File: config.mk
export PLATFORM = sky130hd
export DESIGN_NAME = prog_mem_loader
export DESIGN_NICKNAME = d
export VERILOG_FILES = /design/src/rtl/prog_mem_loader.sv
export SDC_FILE = /design/constraint.sdc
export NUM_CORES = 1
export LEC_CHECK = 0
export CAP_MARGIN = 5
export CORE_AREA = 2 2 117 119
export CTS_BUF_LIST = sky130_fd_sc_hd__clkbuf_4
export CTS_CLUSTER_SIZE = 28
export DETAILED_ROUTE_END_ITERATION = 12
export DIE_AREA = 0 0 119 121
export PLACE_DENSITY = 0.92
export RECOVER_POWER = 50
export SLEW_MARGIN = 20
export SYNTH_ARGS = -nofsm -noshare
export SYNTH_HDL_FRONTEND = slang
export SYNTH_SLANG_ARGS = --single-unit
File: constraint.sdc
create_clock -name clk -period 5.1 [get_ports clk]
set_clock_uncertainty 0.1 [all_clocks]
set_input_delay 1.275 -clock clk [delete_from_list [all_inputs] [get_ports clk]]
set_output_delay 1.275 -clock clk [all_outputs]
set_load 0.03 [all_outputs]
File: src/rtl/prog_mem_loader.sv
// Boot loader: receives a length-prefixed byte image and writes it
// word by word into program memory while holding the core.
module prog_mem_loader #(
  parameter int ADDR_WIDTH     = 13,
  parameter int DATA_WIDTH     = 32,
  parameter int MEM_DEPTH      = 2048,
  parameter int TIMEOUT_CYCLES = 100000
) (
  input  logic                  clk,
  input  logic                  rst,
  input  logic                  start,
  input  logic                  in_valid,
  input  logic [7:0]            in_data,
  output logic                  in_ready,
  output logic                  wr_en,
  output logic [ADDR_WIDTH-1:0] wr_addr,
  output logic [DATA_WIDTH-1:0] wr_data,
  output logic                  cpu_hold,
  output logic                  done,
  output logic                  err
);

  localparam int TW = $clog2(TIMEOUT_CYCLES + 1);

  typedef enum logic [2:0] {
    S_IDLE,
    S_HDR,
    S_DATA,
    S_DONE,
    S_ERR
  } state_t;

  state_t         state;
  logic [1:0]     byte_cnt;
  logic [31:0]    shreg;
  logic [31:0]    n_words;
  logic [31:0]    word_cnt;
  logic [TW-1:0]  idle_cnt;
  logic           xfer;
  logic           active;
  logic           timeout_hit;
  logic           last_word;
  logic [31:0]    hdr_word;
  logic [31:0]    data_word;

  assign xfer        = in_valid & in_ready;
  assign active      = (state == S_HDR) || (state == S_DATA);
  assign timeout_hit = !xfer && (idle_cnt == TW'(TIMEOUT_CYCLES - 1));
  assign last_word   = (word_cnt + 32'd1) == n_words;
  // header is little-endian, data words are first-byte-most-significant
  assign hdr_word    = {in_data, shreg[31:8]};
  assign data_word   = {shreg[23:0], in_data};

  always_ff @(posedge clk) begin
    if (rst || !active || xfer) begin
      idle_cnt <= '0;
    end else begin
      idle_cnt <= idle_cnt + TW'(1);
    end
  end

  always_ff @(posedge clk) begin
    if (rst) begin
      state    <= S_IDLE;
      in_ready <= 1'b0;
      wr_en    <= 1'b0;
      wr_addr  <= '0;
      wr_data  <= '0;
      cpu_hold <= 1'b0;
      done     <= 1'b0;
      err      <= 1'b0;
      byte_cnt <= '0;
      shreg    <= '0;
      n_words  <= '0;
      word_cnt <= '0;
    end else begin
      wr_en <= 1'b0;
      done  <= 1'b0;
      unique case (state)
        S_IDLE: begin
          if (start) begin
            state    <= S_HDR;
            in_ready <= 1'b1;
            cpu_hold <= 1'b1;
            err      <= 1'b0;
            byte_cnt <= '0;
            word_cnt <= '0;
            shreg    <= '0;
          end
        end
        S_HDR: begin
          if (timeout_hit) begin
            state    <= S_ERR;
            err      <= 1'b1;
            in_ready <= 1'b0;
            cpu_hold <= 1'b0;
          end else if (xfer) begin
            shreg    <= hdr_word;
            byte_cnt <= byte_cnt + 2'd1;
            if (byte_cnt == 2'd3) begin
              n_words <= hdr_word;
              if (hdr_word == 32'd0) begin
                state    <= S_DONE;
                done     <= 1'b1;
                in_ready <= 1'b0;
                cpu_hold <= 1'b0;
              end else if (hdr_word > 32'(MEM_DEPTH)) begin
                state    <= S_ERR;
                err      <= 1'b1;
                in_ready <= 1'b0;
                cpu_hold <= 1'b0;
              end else begin
                state <= S_DATA;
              end
            end
          end
        end
        S_DATA: begin
          // in_ready low here means the final word is being written
          if (!in_ready) begin
            state    <= S_DONE;
            done     <= 1'b1;
            cpu_hold <= 1'b0;
          end else if (timeout_hit) begin
            state    <= S_ERR;
            err      <= 1'b1;
            in_ready <= 1'b0;
            cpu_hold <= 1'b0;
          end else if (xfer) begin
            shreg    <= data_word;
            byte_cnt <= byte_cnt + 2'd1;
            if (byte_cnt == 2'd3) begin
              wr_en    <= 1'b1;
              wr_addr  <= {word_cnt[ADDR_WIDTH-3:0], 2'b00};
              wr_data  <= DATA_WIDTH'(data_word);
              word_cnt <= word_cnt + 32'd1;
              if (last_word) begin
                in_ready <= 1'b0;
              end
            end
          end
        end
        S_DONE: state <= S_IDLE;
        S_ERR:  state <= S_IDLE;
        default: state <= S_IDLE;
      endcase
    end
  end

endmodule

==> run metrics, run 1 <==
I/O Pins 62; Final Hold Viols 0; CTS tree done; nature of the critical path endpoint flip-flop; post-DP HPWL 13400 um; worst flop-to-flop path startpoint word_cnt[0]$_SDFFE_PP0P_; initial antenna violation count 1; slew at the pin closest to its max-slew limit 2.01 ns; Synth Area in XOR/XNOR 0.0720; Rel. slew slack -0.340; via count 7360; ratio of total power to cell area 266 nW/um^2; Critical Path RT 5.51 ns; # DRC 0; max_cap viols 1; min-delay worst type reg2reg; Post-Syn Area 7780 um^2; worst vdd rail ir drop 0.000205 V; core box area 13100 um^2; critical-path cell list dlygate4sd3_1, and3_1, nand2_1, or3_1, a21oi_1; multiplexer area fraction after synthesis 0.00531; CTS sink cnt 166; postcts setup bufs 0; slowest CP cell nand2_1; fin crit share 0.769; Starting Density 0.595; Reg-to-Reg End in_ready$_SDFFE_PP0P_; Hold Crit Start idle_cnt[0]$_SDFF_PP0_; RSZ-0062 raised after global routing no; Layout area overhead 11.0%; Synth Area in Simple Gates 0.262; post-synthesis sequential area ratio 0.427; Tot Pwr 2.29 mW; largest cells by area after synthesis dfxtp_1, nand2_1, a21oi_1; worst skew pair latency 0.59 ns; Post-CTS Hold Buffers 0; post-synth top area cell dfxtp_1; WP buf/inv 1; DIE AREA 14400 um^2; Rows 42; Mapped Cells 1001; Final Non-Filler Cells 1204; Root Driver clkbuf_4; top cell type's share of synthesized area 0.427; Cell variety after synth 60; top cell family by delay on the critical path simple AND/OR/NAND/NOR gates; compound-cell area share of the yosys netlist 0.186; area share of fa/ha/maj cells after synthesis 0.00482; CP arrival 4.33 ns; ys flop type dfxtp_1; first-pass GRT wire length 32800 um; Slew Limit Fails 60; htree depth 4; largest net degree at the start of global routing 84; Max FO, Critical Path 59; hold path cells 1; layout net count 1030; DRT Pass-1 Iters 5; gr ovfl total 0; Crit Path Category in2reg; GP Congestion 0.911; min Tclk post-route 3.92 ns; WHS Endpoint idle_cnt[0]$_SDFF_PP0_; FF-to-FF path depth 8; status complete, but fails checks; via-per-instance ratio 6.11; CP max stage delay 1.16 ns; violated checks max-capacitance violations, max-slew violations; DRT iter0 DRCs 669; crit start category input port; Leakage 2.82 nW; CTS buffer count 17; post-cts resize count 0; Async SR Flop Fraction 0; Post-synth EDFFs 0; placed cell count 1172; Yosys reg bits 166; # setup viols final 0; YS warnings 0; Detail Route Antenna Nets 0; Final TNS setup 0 ns; routed wire length 19900 um; largest family of logic cells by synthesized area simple AND/OR/NAND/NOR gates; chip width 119 um; Max Clk Rate 255 MHz; vias in the first global route 6713; die height 121 um; total track usage 0.282; mean area per synthesized cell 7.77 um^2; clk slew on worst S/H paths 0.13 ns; DR WL/cell 16.5 um; R2R Setup Slk 1.81 ns; PortBufs 59; share of cells above drive strength 1 0.0574; clk buf depth 2
## registers in the layout, summed over array words and instances, names as in the netlist
register / cells
word_cnt: 32
state: 3
byte_cnt: 2
err: 1
cpu_hold: 1
n_words: 32
idle_cnt: 17
done: 1
wr_en: 1
wr_addr: 11
wr_data: 32
in_ready: 1
shreg: 32
## placed cells by master (no fill, tap or decap), types with 21 or more instances in the layout
master,n
nand3_1,25
a21oi_1,112
nand2_1,200
xor2_1,22
xnor2_1,42
nor2_1,105
a22oi_1,36
a211oi_1,33
nor4_1,21
clkdlybuf4s50_1,51
o21ai_0,30
dfxtp_1,166
## logic make-up (layout without fill, tap and decap cells)
kind of cell             after synthesis  in the layout
AND/OR/NAND/NOR                      445            445
AO/OA/AOI/OAI                        238            238
flip-flops                           166            166
buffers and inverters                 80            105
XOR/XNOR                              64             64
multiplexers                           4              4
adder cells (fa/ha/maj)                3              3
other                                  1              3
## worst register-to-register path, cell delays in order (launching register included)
cell and delay, ns:
dfxtp_1 0.50, ha_1 0.34, nand3_1 0.40, nor3_1 0.55, o2111ai_1 0.21, nor4_1 0.50, nand4_1 0.14, nor4_1 0.30
a31oi_1 0.14
## synthesized netlist by cell type (6+ instances only)
master and n:
nand3_1 25, and3_1 12, nor4_1 21, or3_1 6, nor3_1 20, clkbuf_1 51
nand2b_1 7, o21ai_0 30, buf_2 12, nor2_1 108, a21oi_1 112, nand4_1 13
a22oi_1 36, dfxtp_1 166, a211oi_1 33, nand2_1 200, inv_1 6, buf_1 6
xnor2_1 42, xor2_1 22
## power by group
group          switching, mW  total, mW  internal [mW]
clock                  0.481      0.731          0.251
combinational          0.121      0.185         0.0643
sequential            0.0507       1.38           1.33
total                  0.652       2.29           1.64
## worst max path at each step
stage | start | endpoint | slack, ns | cells past startpoint
floorplan | in_valid | word_cnt[24]$_SDFFE_PP0P_ | 2.33 | 7
global placement | in_valid | word_cnt[4]$_SDFFE_PP0P_ | 1.45 | 5
detailed placement | in_valid | word_cnt[4]$_SDFFE_PP0P_ | 1.38 | 5
CTS | word_cnt[0]$_SDFFE_PP0P_ | in_ready$_SDFFE_PP0P_ | 1.89 | 8
global route | in_valid | wr_data[14]$_SDFFE_PP0P_ | 1.05 | 6
finish | in_valid | word_cnt[4]$_SDFFE_PP0P_ | 1.18 | 5
## metrics by stage
step	hold slack, ns	instance area (um^2)	worst slack [ns]	utilization
2_1_floorplan	0.313	7790	2.33	-
3_3_place_gp	0.325	8380	1.45	0.641
3_5_place_dp	0.346	8380	1.38	0.641
4_1_cts	0.364	8640	1.89	0.661
5_1_grt	0.390	8640	1.05	0.660
6_report	0.362	8640	1.18	0.660
## final cells by class
cell class                 instances  area, um^2
multi-input combinational        756        4150
antenna                            1        2.50
inverter                           6        22.5
clock buffer                      18         135
fill                            1020        4450
timing repair buffer              68         656
tap                              176         220
clock inverter                    13         125
sequential                       166        3320
## per-layer routing
layer  track usage  vias to the layer above  routed length [um]
met5             0                        -                   0
met4         0.177                        0                1100
met3        0.0508                       74                1320
met2         0.447                      336                9100
met1         0.355                     3427                8390
li1              -                     3523                   -
Note: power is estimated with default switching activity, not from simulation.
==> run 2, diff against run 1 <==
--- a/config.mk
+++ b/config.mk
@@ -6,12 +6,12 @@
 export NUM_CORES = 1
 export LEC_CHECK = 0
 export CAP_MARGIN = 5
-export CORE_AREA = 2 2 117 119
+export CORE_AREA = 2 2 122 124
 export CTS_BUF_LIST = sky130_fd_sc_hd__clkbuf_4
 export CTS_CLUSTER_SIZE = 28
 export DETAILED_ROUTE_END_ITERATION = 12
-export DIE_AREA = 0 0 119 121
-export PLACE_DENSITY = 0.92
+export DIE_AREA = 0 0 124 126
+export PLACE_DENSITY = 0.89
 export RECOVER_POWER = 50
 export SLEW_MARGIN = 20
 export SYNTH_ARGS = -nofsm -noshare
==> constraint.sdc (replaced) <==
create_clock -name clk -period 3.3 [get_ports clk]
set_clock_uncertainty 0.1 [all_clocks]
set_input_delay 0.825 -clock clk [delete_from_list [all_inputs] [get_ports clk]]
set_output_delay 0.825 -clock clk [all_outputs]
set_load 0.03 [all_outputs]
==> run 2 against run 1 <==
Against the previous run:
- the flow now finishes without violations
- critical path depth rose by 1
- final area rose by 1.2%
- total power rose by 56%
- clock power rose by 60%
- sequential power rose by 54%
- register-to-register slack got worse by 1.4 ns
- flip-flop and latch count did not move
- core utilization fell by 4.9 points
- sequential share of layout area fell by 0.46 points
- worst setup slack got worse by 0.95 ns
- via count rose by 0.60%
- first-iteration DRC count rose by 5.5%
- highest routed layer unchanged
==> run metrics, run 2 (same netlist as run 1, synthesis figures left out) <==
status finished, final reports clean; Multi-input gate area 4140 um^2; top cell family by delay on the critical path simple AND/OR/NAND/NOR gates; Final TNS setup 0 ns; Reg-to-Reg End in_ready$_SDFFE_PP0P_; GR met1 Demand/Resource 0.340; I/O Pins 62; FF-to-FF path depth 8; WHS Endpoint idle_cnt[0]$_SDFF_PP0_; Slew Limit Fails 0; DR WL/cell 16.6 um; hold path cells 1; min-delay worst type reg2reg; PortBufs 59; Max Clk Rate 326 MHz; Max FO, Critical Path 18; worst skew pair latency 0.59 ns; R2R Setup Slk 0.38 ns; worst flop-to-flop path startpoint word_cnt[0]$_SDFFE_PP0P_; post-DP HPWL 13900 um; clk buf depth 2; largest net degree at the start of global routing 85; WP buf/inv 2; CP arrival 3.48 ns; total track usage 0.268; initial antenna violation count 1; GR Layer Usage met2 0.423; vias in the first global route 6688; Rel. slew slack 0.0721; combinational power share 0.080; gr ovfl total 0; # setup viols final 0; commonest non-fill, non-tap cell in the layout nand2_1; final worst setup slack 0.233 ns; Clk pwr share 0.325; postcts setup bufs 0; share of cells above drive strength 1 0.0653; RSZ-0062 raised after global routing no; Rows 44; core box area 14300 um^2; busiest grt layer met2; CTS buffer count 17; Filler cells 1205; slew at the pin closest to its max-slew limit 1.39 ns; CP max stage delay 1.05 ns; Reg area 3320 um^2; dpl ws 0.266 ns; power share of the sequential group 0.595; DRT Pass-1 Iters 7; final instance area 8740 um^2; ratio of total power to cell area 410 nW/um^2; CTS sink cnt 166; Detail Route Antenna Nets 0; chip width 124 um; switching share of power 0.290; worst vdd rail ir drop 0.000268 V; Root Driver clkbuf_4; Post-CTS Hold Buffers 0; most frequent cells in the layout nand2_1, dfxtp_1, a21oi_1; area of placed instances 8530 um^2; layout net count 1043; CTS tree done; die height 126 um; GP Congestion 0.914; DRT iter0 DRCs 706; fin crit share 0.929; Crit Path Category in2reg; routed wire length 20300 um; post-cts resize count 0; slowest CP cell nor2_1; Final Hold Viols 0; # DRC 0; crit start category input port; Hold Crit Start idle_cnt[0]$_SDFF_PP0_; nature of the critical path endpoint flip-flop; Starting Density 0.544; clk slew on worst S/H paths 0.14 ns; met3 usage 0.0521; Layout area overhead 12.3%; htree depth 4; min Tclk post-route 3.07 ns; Util after Layout 0.611; Int Power 2.55 mW; Sw Pwr 1.04 mW; critical-path cell list dlygate4sd3_1, nand3_1, nor2_1, clkbuf_1, o21ai_0, a31oi_1; via-per-instance ratio 6.04; via count 7404; DIE AREA 15600 um^2; Critical Path RT 3.72 ns; Leakage 2.87 nW; max_cap viols 0; first-pass GRT wire length 33100 um
## run 2: cell type report
cell class                      count  share of cell area
Inverter                            6             0.00258
Timing Repair Buffer               81              0.0859
Clock inverter                     15              0.0167
Multi-Input combinational cell    756               0.473
Sequential cell                   166               0.380
Tap cell                          184              0.0263
Clock buffer                       17              0.0146
Antenna cell                        1            0.000286
## run 2: routing by layer
layer | vias up | wire (um)
li1 | 3548 | -
met1 | 3478 | 8390
met2 | 314 | 9670
met3 | 64 | 1340
met4 | 0 | 914
met5 | - | 0
## run 2: per-stage QoR
step                hold WS [ns]  cells  total power [mW]
finish                     0.349   1226              3.58
global route               0.382   1226              3.71
CTS                        0.353   1225              3.59
detailed placement         0.334   1193              2.46
global placement           0.329   1193              2.45
floorplan                  0.313   1002              2.34
## run 2: worst max-delay path by stage
stage | from | end | slack, ns | cells after the start
2_1_floorplan | word_cnt[0]$_SDFFE_PP0P_ | in_ready$_SDFFE_PP0P_ | 0.97 | 9
3_3_place_gp | in_data[4] | err$_SDFFE_PP0P_ | 0.34 | 7
3_5_place_dp | in_valid | in_ready$_SDFFE_PP0P_ | 0.27 | 8
4_1_cts | word_cnt[0]$_SDFFE_PP0P_ | in_ready$_SDFFE_PP0P_ | 0.43 | 8
5_1_grt | word_cnt[0]$_SDFFE_PP0P_ | in_ready$_SDFFE_PP0P_ | 0.05 | 8
6_report | in_valid | word_cnt[9]$_SDFFE_PP0P_ | 0.23 | 6
## run 2: power by group through the flow
| stage | Sequential, mW | Clock (mW) | Combinational [mW] |
|---|---|---|---|
| after floorplan | 2.14 | 0 | 0.199 |
| after global placement | 2.17 | 0 | 0.277 |
| after detailed placement | 2.17 | 0 | 0.286 |
| after CTS | 2.13 | 1.17 | 0.289 |
| after global routing | 2.14 | 1.26 | 0.315 |
| final | 2.13 | 1.17 | 0.286 |
